==> src/rtl/layer_compositor_if.sv <==
// Pixel-stream and descriptor bundle between the video source and the layer compositor.
interface layer_compositor_if #(
    parameter int NUM_OBJ  = 5,
    parameter int DESC_W   = 26,
    parameter int COLOR_W  = 12,
    parameter int OFFSET_W = 11
);
    logic                        vsync;
    logic                        blank;
    logic [9:0]                  vcount;
    logic [9:0]                  wave_prof;
    logic [9:0]                  p_vpos;
    logic [NUM_OBJ*DESC_W-1:0]   p_obj;
    logic [NUM_OBJ-1:0]          obj_en;
    logic [COLOR_W-1:0]          char_rgb;
    logic [NUM_OBJ*COLOR_W-1:0]  obj_rgb;
    logic [COLOR_W-1:0]          sky_rgb;

    logic [9:0]                  vpos_q;
    logic [NUM_OBJ*DESC_W-1:0]   obj_q;
    logic [OFFSET_W-1:0]         parallax_offset;
    logic [NUM_OBJ-1:0]          collide;
    logic                        collide_valid;
    logic [COLOR_W-1:0]          p_rgb;

    modport master (
        output vsync, blank, vcount, wave_prof, p_vpos, p_obj, obj_en,
               char_rgb, obj_rgb, sky_rgb,
        input  vpos_q, obj_q, parallax_offset, collide, collide_valid, p_rgb
    );

    modport slave (
        input  vsync, blank, vcount, wave_prof, p_vpos, p_obj, obj_en,
               char_rgb, obj_rgb, sky_rgb,
        output vpos_q, obj_q, parallax_offset, collide, collide_valid, p_rgb
    );
endinterface

==> src/rtl/layer_compositor.sv <==
// Layer compositor: merges character, object sprites, sky and water into one
// pixel per vclock through a 2-stage pipeline, latches object descriptors at
// frame start, drives the parallax scroll and reports per-frame collisions.
// The interface instance must use the same NUM_OBJ/DESC_W/COLOR_W/OFFSET_W.
module layer_compositor #(
    parameter int NUM_OBJ     = 5,
    parameter int DESC_W      = 26,
    parameter int COLOR_W     = 12,
    parameter int OFFSET_W    = 11,
    parameter int PAR_DIV_LOG = 3,
    parameter logic [COLOR_W-1:0] WATER_RGB = 12'h00F,
    parameter logic [COLOR_W-1:0] FILL_RGB  = 12'hF0F
) (
    input  logic          vclock,
    input  logic          reset_n,
    layer_compositor_if.slave bus
);
    localparam logic [9:0] VPOS_RESET = 10'd384;
    // Water is a permanent layer, so the fill colour is held in reserve only.
    localparam logic       WATER_EN   = 1'b1;

    logic                       vs_d;
    logic                       frame_start;
    logic [PAR_DIV_LOG-1:0]     div;
    logic [NUM_OBJ-1:0]         hit;
    logic [NUM_OBJ-1:0]         hit_now;
    logic [NUM_OBJ-1:0]         slot_live;

    logic                       blank_s1;
    logic                       above_s1;
    logic [COLOR_W-1:0]         char_s1;
    logic [COLOR_W-1:0]         sky_s1;
    logic [NUM_OBJ*COLOR_W-1:0] obj_s1;
    logic [COLOR_W-1:0]         pix_next;
    logic                       obj_found;

    assign frame_start = vs_d & ~bus.vsync;

    // Remember last vsync so its falling edge can be seen in the vclock domain.
    always_ff @(posedge vclock) begin
        if (!reset_n) vs_d <= 1'b1;
        else          vs_d <= bus.vsync;
    end

    // Take a frame-stable copy of the character position and descriptors.
    always_ff @(posedge vclock) begin
        if (!reset_n) begin
            bus.vpos_q <= VPOS_RESET;
            bus.obj_q  <= '0;
        end else if (frame_start) begin
            bus.vpos_q <= bus.p_vpos;
            bus.obj_q  <= bus.p_obj;
        end
    end

    // Advance the scroll offset on the first frame of every divider period.
    always_ff @(posedge vclock) begin
        if (!reset_n) begin
            div                 <= '0;
            bus.parallax_offset <= '0;
        end else if (frame_start) begin
            div <= div + 1'b1;
            if (div == '0) bus.parallax_offset <= bus.parallax_offset + 1'b1;
        end
    end

    // A slot counts only when latched non-empty and enabled; a hit needs a visible overlap.
    always_comb begin
        slot_live = '0;
        hit_now   = '0;
        for (int i = 0; i < NUM_OBJ; i++) begin
            slot_live[i] = (bus.obj_q[i*DESC_W +: DESC_W] != '0) && bus.obj_en[i];
            hit_now[i]   = slot_live[i] && !bus.blank && (bus.char_rgb != '0) &&
                           (bus.obj_rgb[i*COLOR_W +: COLOR_W] != '0);
        end
    end

    // Accumulate hits over a frame and publish them at the next frame start.
    always_ff @(posedge vclock) begin
        if (!reset_n) begin
            hit               <= '0;
            bus.collide       <= '0;
            bus.collide_valid <= 1'b0;
        end else if (frame_start) begin
            bus.collide       <= hit;
            bus.collide_valid <= 1'b1;
            hit               <= '0;
        end else begin
            bus.collide_valid <= 1'b0;
            hit               <= hit | hit_now;
        end
    end

    // Stage 1: register the colour inputs and the above-water decision.
    always_ff @(posedge vclock) begin
        if (!reset_n) begin
            blank_s1 <= 1'b0;
            above_s1 <= 1'b0;
            char_s1  <= '0;
            sky_s1   <= '0;
            obj_s1   <= '0;
        end else begin
            blank_s1 <= bus.blank;
            above_s1 <= (bus.vcount <= bus.wave_prof);
            char_s1  <= bus.char_rgb;
            sky_s1   <= bus.sky_rgb;
            obj_s1   <= bus.obj_rgb;
        end
    end

    // Stage 2 priority: blank, character, lowest live object, sky, water.
    always_comb begin
        pix_next  = WATER_EN ? WATER_RGB : FILL_RGB;
        obj_found = 1'b0;
        if (blank_s1) begin
            pix_next = '0;
        end else if (char_s1 != '0) begin
            pix_next = char_s1;
        end else begin
            for (int i = 0; i < NUM_OBJ; i++) begin
                if (!obj_found && slot_live[i] && (obj_s1[i*COLOR_W +: COLOR_W] != '0)) begin
                    pix_next  = obj_s1[i*COLOR_W +: COLOR_W];
                    obj_found = 1'b1;
                end
            end
            if (!obj_found && above_s1) pix_next = sky_s1;
        end
    end

    // Stage 2 register: the composited pixel.
    always_ff @(posedge vclock) begin
        if (!reset_n) bus.p_rgb <= '0;
        else          bus.p_rgb <= pix_next;
    end
endmodule

==> src/flat_wrapper.sv <==
// flat-port wrapper written by rule: the top's interface ports become plain ports
module layer_compositor_flat 
#(
    parameter int NUM_OBJ     = 5,
    parameter int DESC_W      = 26,
    parameter int COLOR_W     = 12,
    parameter int OFFSET_W    = 11,
    parameter int PAR_DIV_LOG = 3,
    parameter logic [COLOR_W-1:0] WATER_RGB = 12'h00F,
    parameter logic [COLOR_W-1:0] FILL_RGB  = 12'hF0F
)
  (vclock, reset_n, bus_vsync, bus_blank, bus_vcount, bus_wave_prof, bus_p_vpos, bus_p_obj, bus_obj_en, bus_char_rgb, bus_obj_rgb, bus_sky_rgb, bus_vpos_q, bus_obj_q, bus_parallax_offset, bus_collide, bus_collide_valid, bus_p_rgb);
  layer_compositor_if #(.NUM_OBJ(NUM_OBJ), .DESC_W(DESC_W), .COLOR_W(COLOR_W), .OFFSET_W(OFFSET_W)) bus_i ();
  input  logic vclock;
  input  logic reset_n;
  input wire logic [$bits(bus_i.vsync)-1:0] bus_vsync;
  input wire logic [$bits(bus_i.blank)-1:0] bus_blank;
  input wire logic [$bits(bus_i.vcount)-1:0] bus_vcount;
  input wire logic [$bits(bus_i.wave_prof)-1:0] bus_wave_prof;
  input wire logic [$bits(bus_i.p_vpos)-1:0] bus_p_vpos;
  input wire logic [$bits(bus_i.p_obj)-1:0] bus_p_obj;
  input wire logic [$bits(bus_i.obj_en)-1:0] bus_obj_en;
  input wire logic [$bits(bus_i.char_rgb)-1:0] bus_char_rgb;
  input wire logic [$bits(bus_i.obj_rgb)-1:0] bus_obj_rgb;
  input wire logic [$bits(bus_i.sky_rgb)-1:0] bus_sky_rgb;
  output wire logic [$bits(bus_i.vpos_q)-1:0] bus_vpos_q;
  output wire logic [$bits(bus_i.obj_q)-1:0] bus_obj_q;
  output wire logic [$bits(bus_i.parallax_offset)-1:0] bus_parallax_offset;
  output wire logic [$bits(bus_i.collide)-1:0] bus_collide;
  output wire logic [$bits(bus_i.collide_valid)-1:0] bus_collide_valid;
  output wire logic [$bits(bus_i.p_rgb)-1:0] bus_p_rgb;
  assign bus_i.vsync = bus_vsync;
  assign bus_i.blank = bus_blank;
  assign bus_i.vcount = bus_vcount;
  assign bus_i.wave_prof = bus_wave_prof;
  assign bus_i.p_vpos = bus_p_vpos;
  assign bus_i.p_obj = bus_p_obj;
  assign bus_i.obj_en = bus_obj_en;
  assign bus_i.char_rgb = bus_char_rgb;
  assign bus_i.obj_rgb = bus_obj_rgb;
  assign bus_i.sky_rgb = bus_sky_rgb;
  assign bus_vpos_q = bus_i.vpos_q;
  assign bus_obj_q = bus_i.obj_q;
  assign bus_parallax_offset = bus_i.parallax_offset;
  assign bus_collide = bus_i.collide;
  assign bus_collide_valid = bus_i.collide_valid;
  assign bus_p_rgb = bus_i.p_rgb;
  layer_compositor #(.NUM_OBJ(NUM_OBJ), .DESC_W(DESC_W), .COLOR_W(COLOR_W), .OFFSET_W(OFFSET_W), .PAR_DIV_LOG(PAR_DIV_LOG), .WATER_RGB(WATER_RGB), .FILL_RGB(FILL_RGB)) u_core (.vclock(vclock), .reset_n(reset_n), .bus(bus_i));
endmodule
==> config.mk <==
export PLATFORM = sky130hd
export DESIGN_NAME = layer_compositor_flat
export DESIGN_NICKNAME = d
export VERILOG_FILES = /design/src/rtl/layer_compositor_if.sv /design/src/rtl/layer_compositor.sv /design/src/flat_wrapper.sv
export SDC_FILE = /design/constraint.sdc
export NUM_CORES = 1
export LEC_CHECK = 0
export CORE_ASPECT_RATIO = 1.25
export CORE_UTILIZATION = 30
export DETAILED_ROUTE_END_ITERATION = 16
export GPL_ROUTABILITY_DRIVEN = 1
export SETUP_SLACK_MARGIN = 0.1
export SYNTH_ARGS = -nofsm -noshare
export SYNTH_HDL_FRONTEND = slang
export SYNTH_SLANG_ARGS = --single-unit
export TNS_END_PERCENT = 1
==> constraint.sdc <==
create_clock -name vclock -period 2.8 [get_ports vclock]
set_input_delay 0.56 -clock vclock [delete_from_list [all_inputs] [get_ports vclock]]
set_output_delay 0.56 -clock vclock [all_outputs]
set_load 0.05 [all_outputs]
# Word-level counts from Yosys, hierarchy flattened
# Cells that the tools add are included.
[op_classes]
addsub = 2
n_lt_le_gt_ge = 1
mux = 23
n_bitwise = 4
reduce_logical = 57
[ops]
columns = ["cell", "n"]
rows = [
  ["nonzero test 12 bit", 12],
  ["nonzero test 26 bit", 5],
  ["2-to-1 mux 12 bit", 7],
  ["logical AND 1 bit", 30],
  ["2-to-1 mux 1 bit", 16],
  ["adder 11 x 1 -> 11 bit, second input constant", 1],
  ["<= comparator 10 bit", 1],
  ["zero test 1 bit", 6],
  ["bitwise OR 5 bit", 1],
  ["OR reduction 2 bit", 2],
  ["adder 3 x 1 -> 3 bit, second input constant", 1],
  ["zero test 3 bit", 1],
  ["inverter 1 bit", 2],
  ["AND reduction 2 bit", 1],
  ["bitwise AND 1 bit", 1],
]
[word_totals]
register_bits = 264
input_bits = 253
out_inout_bits = 169
word_cells = 101

# Longest topological paths before layout
[logic_depth]
ltp_word = 34
depth_mapped = 10
mapped_depth_nobuf = 8

# Worst setup path after synthesis
# OpenSTA, ideal clock, no wires.
[synth_timing]
path_type = "register to register"
from = "register u_core.bus.obj_q[6]"
to = "register u_core.bus.p_rgb[10]"
setup_ps = 123
arrival_ps = 2183
t_required_ps = 2677
path_slack_ps = 494
path_stages_with_launch = 11
n_path_buf = 3
synth_period_minus_slack_ps = 2306
cell_sequence = "dfxtp_1 -> nor4_1 -> nand4_1 -> o21a_1 -> buf_6 -> a211oi_4 -> and4_1 -> buf_4 -> buf_6 -> a31o_2 -> a21oi_2"
[synth_via]
elab_chain_len = 34
word_cells_on_any_way = 39
cone_classes = "mux: 22; reduce/logical: 17"
[synth_lines]
columns = ["element", "line", "text"]
rows = [
  ["start: declaration", "layer_compositor_if.sv:35", "output vpos_q, obj_q, parallax_offset, collide, collide_valid, p_rgb"],
  ["start signal: assignment", "layer_compositor.sv:52", "bus.obj_q <= bus.p_obj;"],
  ["nonzero test 26 bit (*)", "layer_compositor.sv:72", "slot_live[i] = (bus.obj_q[i*DESC_W +: DESC_W] != '0) && bus.obj_en[i];"],
  ["logical AND 1 bit (*)", "layer_compositor.sv:72", ""],
  ["logical AND 1 bit (*)", "layer_compositor.sv:121", "if (!obj_found && slot_live[i] && (obj_s1[i*COLOR_W +: COLOR_W] != '0)) begin"],
  ["2-to-1 mux 1 bit", "layer_compositor.sv:121", ""],
  ["2-to-1 mux 1 bit", "layer_compositor.sv:117", "end else if (char_s1 != '0) begin"],
  ["2-to-1 mux 1 bit", "layer_compositor.sv:115", "if (blank_s1) begin"],
  ["zero test 1 bit", "layer_compositor.sv:121", ""],
  ["logical AND 1 bit (2 in series)", "layer_compositor.sv:121", ""],
  ["[16 not listed]", "n/a", ""],
  ["logical AND 1 bit (2 in series)", "layer_compositor.sv:121", ""],
  ["2-to-1 mux 1 bit", "layer_compositor.sv:121", ""],
  ["2-to-1 mux 1 bit", "layer_compositor.sv:117", ""],
  ["2-to-1 mux 1 bit", "layer_compositor.sv:115", ""],
  ["zero test 1 bit", "layer_compositor.sv:126", "if (!obj_found && above_s1) pix_next = sky_s1;"],
  ["logical AND 1 bit", "layer_compositor.sv:126", ""],
  ["2-to-1 mux 12 bit (*)", "layer_compositor.sv:126", ""],
  ["2-to-1 mux 12 bit (*)", "layer_compositor.sv:117", ""],
  ["end signal: assignment", "layer_compositor.sv:133", "else bus.p_rgb <= pix_next;"],
  ["end: declaration", "layer_compositor_if.sv:35", ""],
]
# Every way passes the cells marked *; elsewhere a longest branch is shown, timed or not. The select of a mux whose other input is x is not followed.
# A chain may end at the register's enable or synchronous reset.

# Worst setup path after layout
[layout_timing]
from = "register u_core.bus.obj_q[92]"
to = "register u_core.bus.p_rgb[11]"
[layout_via]
elab_chain_len = 17
word_cells_on_any_way = 19
cone_classes = "mux: 10; reduce/logical: 9"
[layout_lines]
columns = ["element", "line"]
rows = [
  ["nonzero test 26 bit (*)", "layer_compositor.sv:72"],
  ["logical AND 1 bit (*)", "layer_compositor.sv:72"],
  ["logical AND 1 bit (*) (2 in series)", "layer_compositor.sv:121"],
  ["2-to-1 mux 1 bit", "layer_compositor.sv:121"],
  ["2-to-1 mux 1 bit", "layer_compositor.sv:117"],
  ["2-to-1 mux 1 bit", "layer_compositor.sv:115"],
  ["zero test 1 bit", "layer_compositor.sv:121"],
  ["logical AND 1 bit (2 in series)", "layer_compositor.sv:121"],
  ["2-to-1 mux 1 bit", "layer_compositor.sv:121"],
  ["2-to-1 mux 1 bit", "layer_compositor.sv:117"],
  ["2-to-1 mux 1 bit", "layer_compositor.sv:115"],
  ["zero test 1 bit", "layer_compositor.sv:126"],
  ["logical AND 1 bit", "layer_compositor.sv:126"],
  ["2-to-1 mux 12 bit (*)", "layer_compositor.sv:126"],
  ["2-to-1 mux 12 bit (*)", "layer_compositor.sv:117"],
]
# Marked as above.

==> run_results.csv <==
group,metric,value,unit
timing,skew,14.6,ps
clock_network,cts_root_buf,"clkbuf_16",
yosys,async_flop_share,0,
timing,hold_slack,307,ps
worst_setup_path,end_kind,"flop",
worst_setup_path,path_cells,"nor4_1 > nand3_1 > o21ai_1 > nor2b_1 > and2_1 > buf_12 > a22oi_1 > a31oi_2",
global_route,grt_max_degree,148,
worst_setup_path,cpPeakStageDelay,500,ps
placed_design,io_buffers,421,
timing,rsz0062_at_grt,"no",
yosys,synthesis.area,10400,µm²
cells_and_area,layout-drive-gt1-share,0.0606,
hold_path,hold_class,"in2reg",
worst_setup_path,timing.rr.end,"u_core.bus.p_rgb[11]",
floorplanning,dieWidth,169,µm
cells_and_area,final_common_cell,"clkdlybuf4s50_1",
worst_setup_path,worst_ep_arrival_time,2920,ps
yosys,synth_ff_type,"dfxtp_1",
power_and_ir_drop,ir_worst_vdd,450,µV
floorplanning,io_pins,422,
clock_network,hold_buffers,0,
timing,min_period_over_period,0.874,
floorplanning,rows,75,
worst_setup_path,r2r_cells,8,
cells_and_area,fill_cells,3235,
power_and_ir_drop,pwr_density_cell,602,nW/µm²
yosys,netlist_instances,1185,
floorplanning,dieArea,35500,µm²
detailed_routing,vias,9659,
clock_network,clockBufferDepth,3,
global_route,grt_overflow,0,
floorplanning,die_y,210,µm
detailed_routing,wire_per_inst,18.0,µm
clock_network,h-tree-depth,1,
cells_and_area,area_delta_synth_final,56.0,%
timing,tightest_slew,795,ps
worst_setup_path,required,3280,ps
yosys,synth_edf_count,0,
power_and_ir_drop,power.total,9.78,mW
timing,max_slew_margin,0.470,
detailed_routing,drt-total-wl,37.4,mm
timing,setup_viol,0,
worst_setup_path,cp-start-kind,"flop",
yosys,ys_seq_elements,264,
run_status,status,"completed",
timing,final.min_clock_period,2450,ps
global_route,grt_pass1_wl,56.7,mm
timing,hold_viol,0,
yosys,synth_nets,1451,
cells_and_area,final_cell_mix,"420 x clkdlybuf4s50_1, 298 x nand2_1, 264 x dfxtp_1",
cells_and_area,nNetsFinal,1861,
hold_path,min_to,"u_core.bus.vpos_q[7]",
placed_design,gp_congestion,0.871,
clock_network,path_clk_slew,60,ps
yosys,ys_seq_area_frac,0.508,
worst_setup_path,reg2reg_from,"u_core.bus.obj_q[92]",
worst_setup_path,slowest_stage,"nor4_1",
floorplanning,core_area,33900,µm²
timing,finalSetupTns,0,ps
clock_network,insertion_delay,560,ps
detailed_routing,viasPerCell,4.65,
timing,report.final.slew_viol_count,0,
global_route,grtUsageTotal,0.207,
yosys,syn_area_per_cell,8.79,µm²
floorplanning,start_util,0.307,
yosys,ys_types,45,
hold_path,hp-start,"reset_n",
global_route,grt_pass1_vias,9777,
detailed_routing,drt_iter0_markers,381,
clock_network,cts-buffers-inserted,30,
detailed_routing,drc,0,
global_route,grt_antenna_before_repair,4,
yosys,ys_warn_count,0,
hold_path,hold_depth,2,
clock_network,cts_sinks,264,
placed_design,dpl.hpwl,28.3,mm
detailed_routing,drt-pass1-iter-count,5,
clock_network,cts_tree,"done",
worst_setup_path,critical_path_class,"reg2reg",
timing,fmax,409,MHz
power_and_ir_drop,leakagePower,6.09,nW
worst_setup_path,ff2ff_setup_slack,350,ps
worst_setup_path,critical_path.max_fanout,12,
flow_run,maxCapViolCount,0,
detailed_routing,drtAntennaViolNets,0,
==> stage by stage <==
step / instances / util / setup WS [ps] / cell area [µm²]
after global placement: 2025 / 0.451 / 210 / 15300
after floorplan: 1185 / - / 494 / 10400
final: 2079 / 0.479 / 354 / 16200
after CTS: 2078 / 0.479 / 179 / 16200
after detailed placement: 2025 / 0.451 / 197 / 15300
after global routing: 2079 / 0.479 / 158 / 16200
==> layer usage <==
| layer | GRT usage | wire [µm] | vias to the layer above |
|---|---|---|---|
| met3 | 0.0575 | 2960 | 63 |
| met2 | 0.375 | 18600 | 342 |
| met4 | 0.0715 | 1040 | 6 |
| met5 | 0 | 46 | - |
| met1 | 0.231 | 14800 | 4409 |
| li1 | - | - | 4839 |
==> worst max-delay path, delay by kind of cell, from the launching register on <==
family,cells,cell delay (ps)
AOI/OAI and AO/OA,3,550
buffers and inverters,1,140
DFF,1,330
and+or+nand+nor,4,1340
==> worst max-delay path by stage <==
stage,slack [ps],cells past startpoint,to,startpoint
6_report,350,8,u_core.bus.p_rgb[11],u_core.bus.obj_q[92]
5_1_grt,160,9,u_core.bus.p_rgb[5],u_core.bus.obj_q[6]
4_1_cts,180,9,u_core.bus.p_rgb[4],u_core.bus.obj_q[6]
3_5_place_dp,200,9,u_core.bus.p_rgb[4],u_core.bus.obj_q[6]
3_3_place_gp,210,9,u_core.bus.p_rgb[5],u_core.bus.obj_q[6]
2_1_floorplan,490,10,u_core.bus.p_rgb[10],u_core.bus.obj_q[6]
==> report_power, final <==
part	switching, mW	internal, mW	total, mW
clock	1.59	2.30	3.90
sequential	0.159	3.96	4.12
combinational	0.973	0.796	1.77
total	2.72	7.06	9.78
==> final cells by class <==
| class | instances | area (µm²) | area share |
|---|---|---|---|
| Clock inverter | 11 | 114 | 0.00701 |
| Clock buffer | 42 | 857 | 0.0528 |
| Antenna cell | 1 | 2.50 | 0.000154 |
| Multi-Input combinational cell | 820 | 4740 | 0.292 |
| Tap cell | 462 | 578 | 0.0356 |
| Inverter | 30 | 113 | 0.00693 |
| Sequential cell | 264 | 5290 | 0.325 |
| Timing Repair Buffer | 449 | 4550 | 0.280 |
==> sequential cells by signal, indices dropped and copies added (netlist names) <==
name                        flops
u_core.sky_s1                  12
u_core.bus.collide_valid        1
u_core.hit                      5
u_core.bus.vpos_q              10
u_core.bus.collide              5
u_core.vs_d                     1
u_core.div                      3
u_core.bus.obj_q              130
u_core.obj_s1                  60
u_core.char_s1                 12
u_core.blank_s1                 1
u_core.bus.parallax_offset     11
u_core.above_s1                 1
u_core.bus.p_rgb               12
==> cells by family (layout without fill, tap and decap cells) <==
family | Yosys count | in the layout | synth area share
flip-flops | 264 | 264 | 0.508
XOR/XNOR | 10 | 10 | 0.00841
multiplexers | 5 | 5 | 0.00481
buffers and inverters | 101 | 532 | 0.0392
other | 0 | 1 | 0
AO/OA/AOI/OAI | 250 | 250 | 0.180
adder cells (fa/ha/maj) | 13 | 13 | 0.0156
AND/OR/NAND/NOR | 542 | 542 | 0.245
==> what timing repair did <==
item	CTS	global route
setup endpoints to repair	0	9
resized for setup	0	1
buffers inserted	0	0
==> synthesized netlist by cell type (2+ instances only) <==
cell,number,area (µm²)
a221oi_1,4,35.0
a221o_1,4,40.0
mux2i_1,5,50.1
dfxtp_1,264,5290
nor2b_1,6,37.5
nand4_1,10,62.6
nand3_1,12,60.1
clkbuf_1,62,233
nor3_1,2,10.0
a22oi_1,4,30.0
a31oi_1,5,31.3
and3_1,11,68.8
nor4_1,66,413
xnor2_1,8,70.1
o211ai_1,2,15.0
a211o_1,3,26.3
or3_1,2,12.5
a21o_1,10,75.1
inv_1,30,113
nand2b_1,2,12.5
o22ai_1,4,25.0
a311oi_1,4,35.0
o21ai_0,24,120
a211oi_1,8,60.1
and2_1,97,607
a21oi_1,4,20.0
o21a_1,6,45.0
a21oi_2,8,70.1
buf_6,3,33.8
nand2_1,298,1120
a21boi_0,147,1100
xor2_1,2,17.5
a31oi_2,4,50.1
nor2_1,34,128
ha_1,13,163
buf_1,3,11.3
a31o_2,6,52.6
Power figures use the tool's default switching activity.
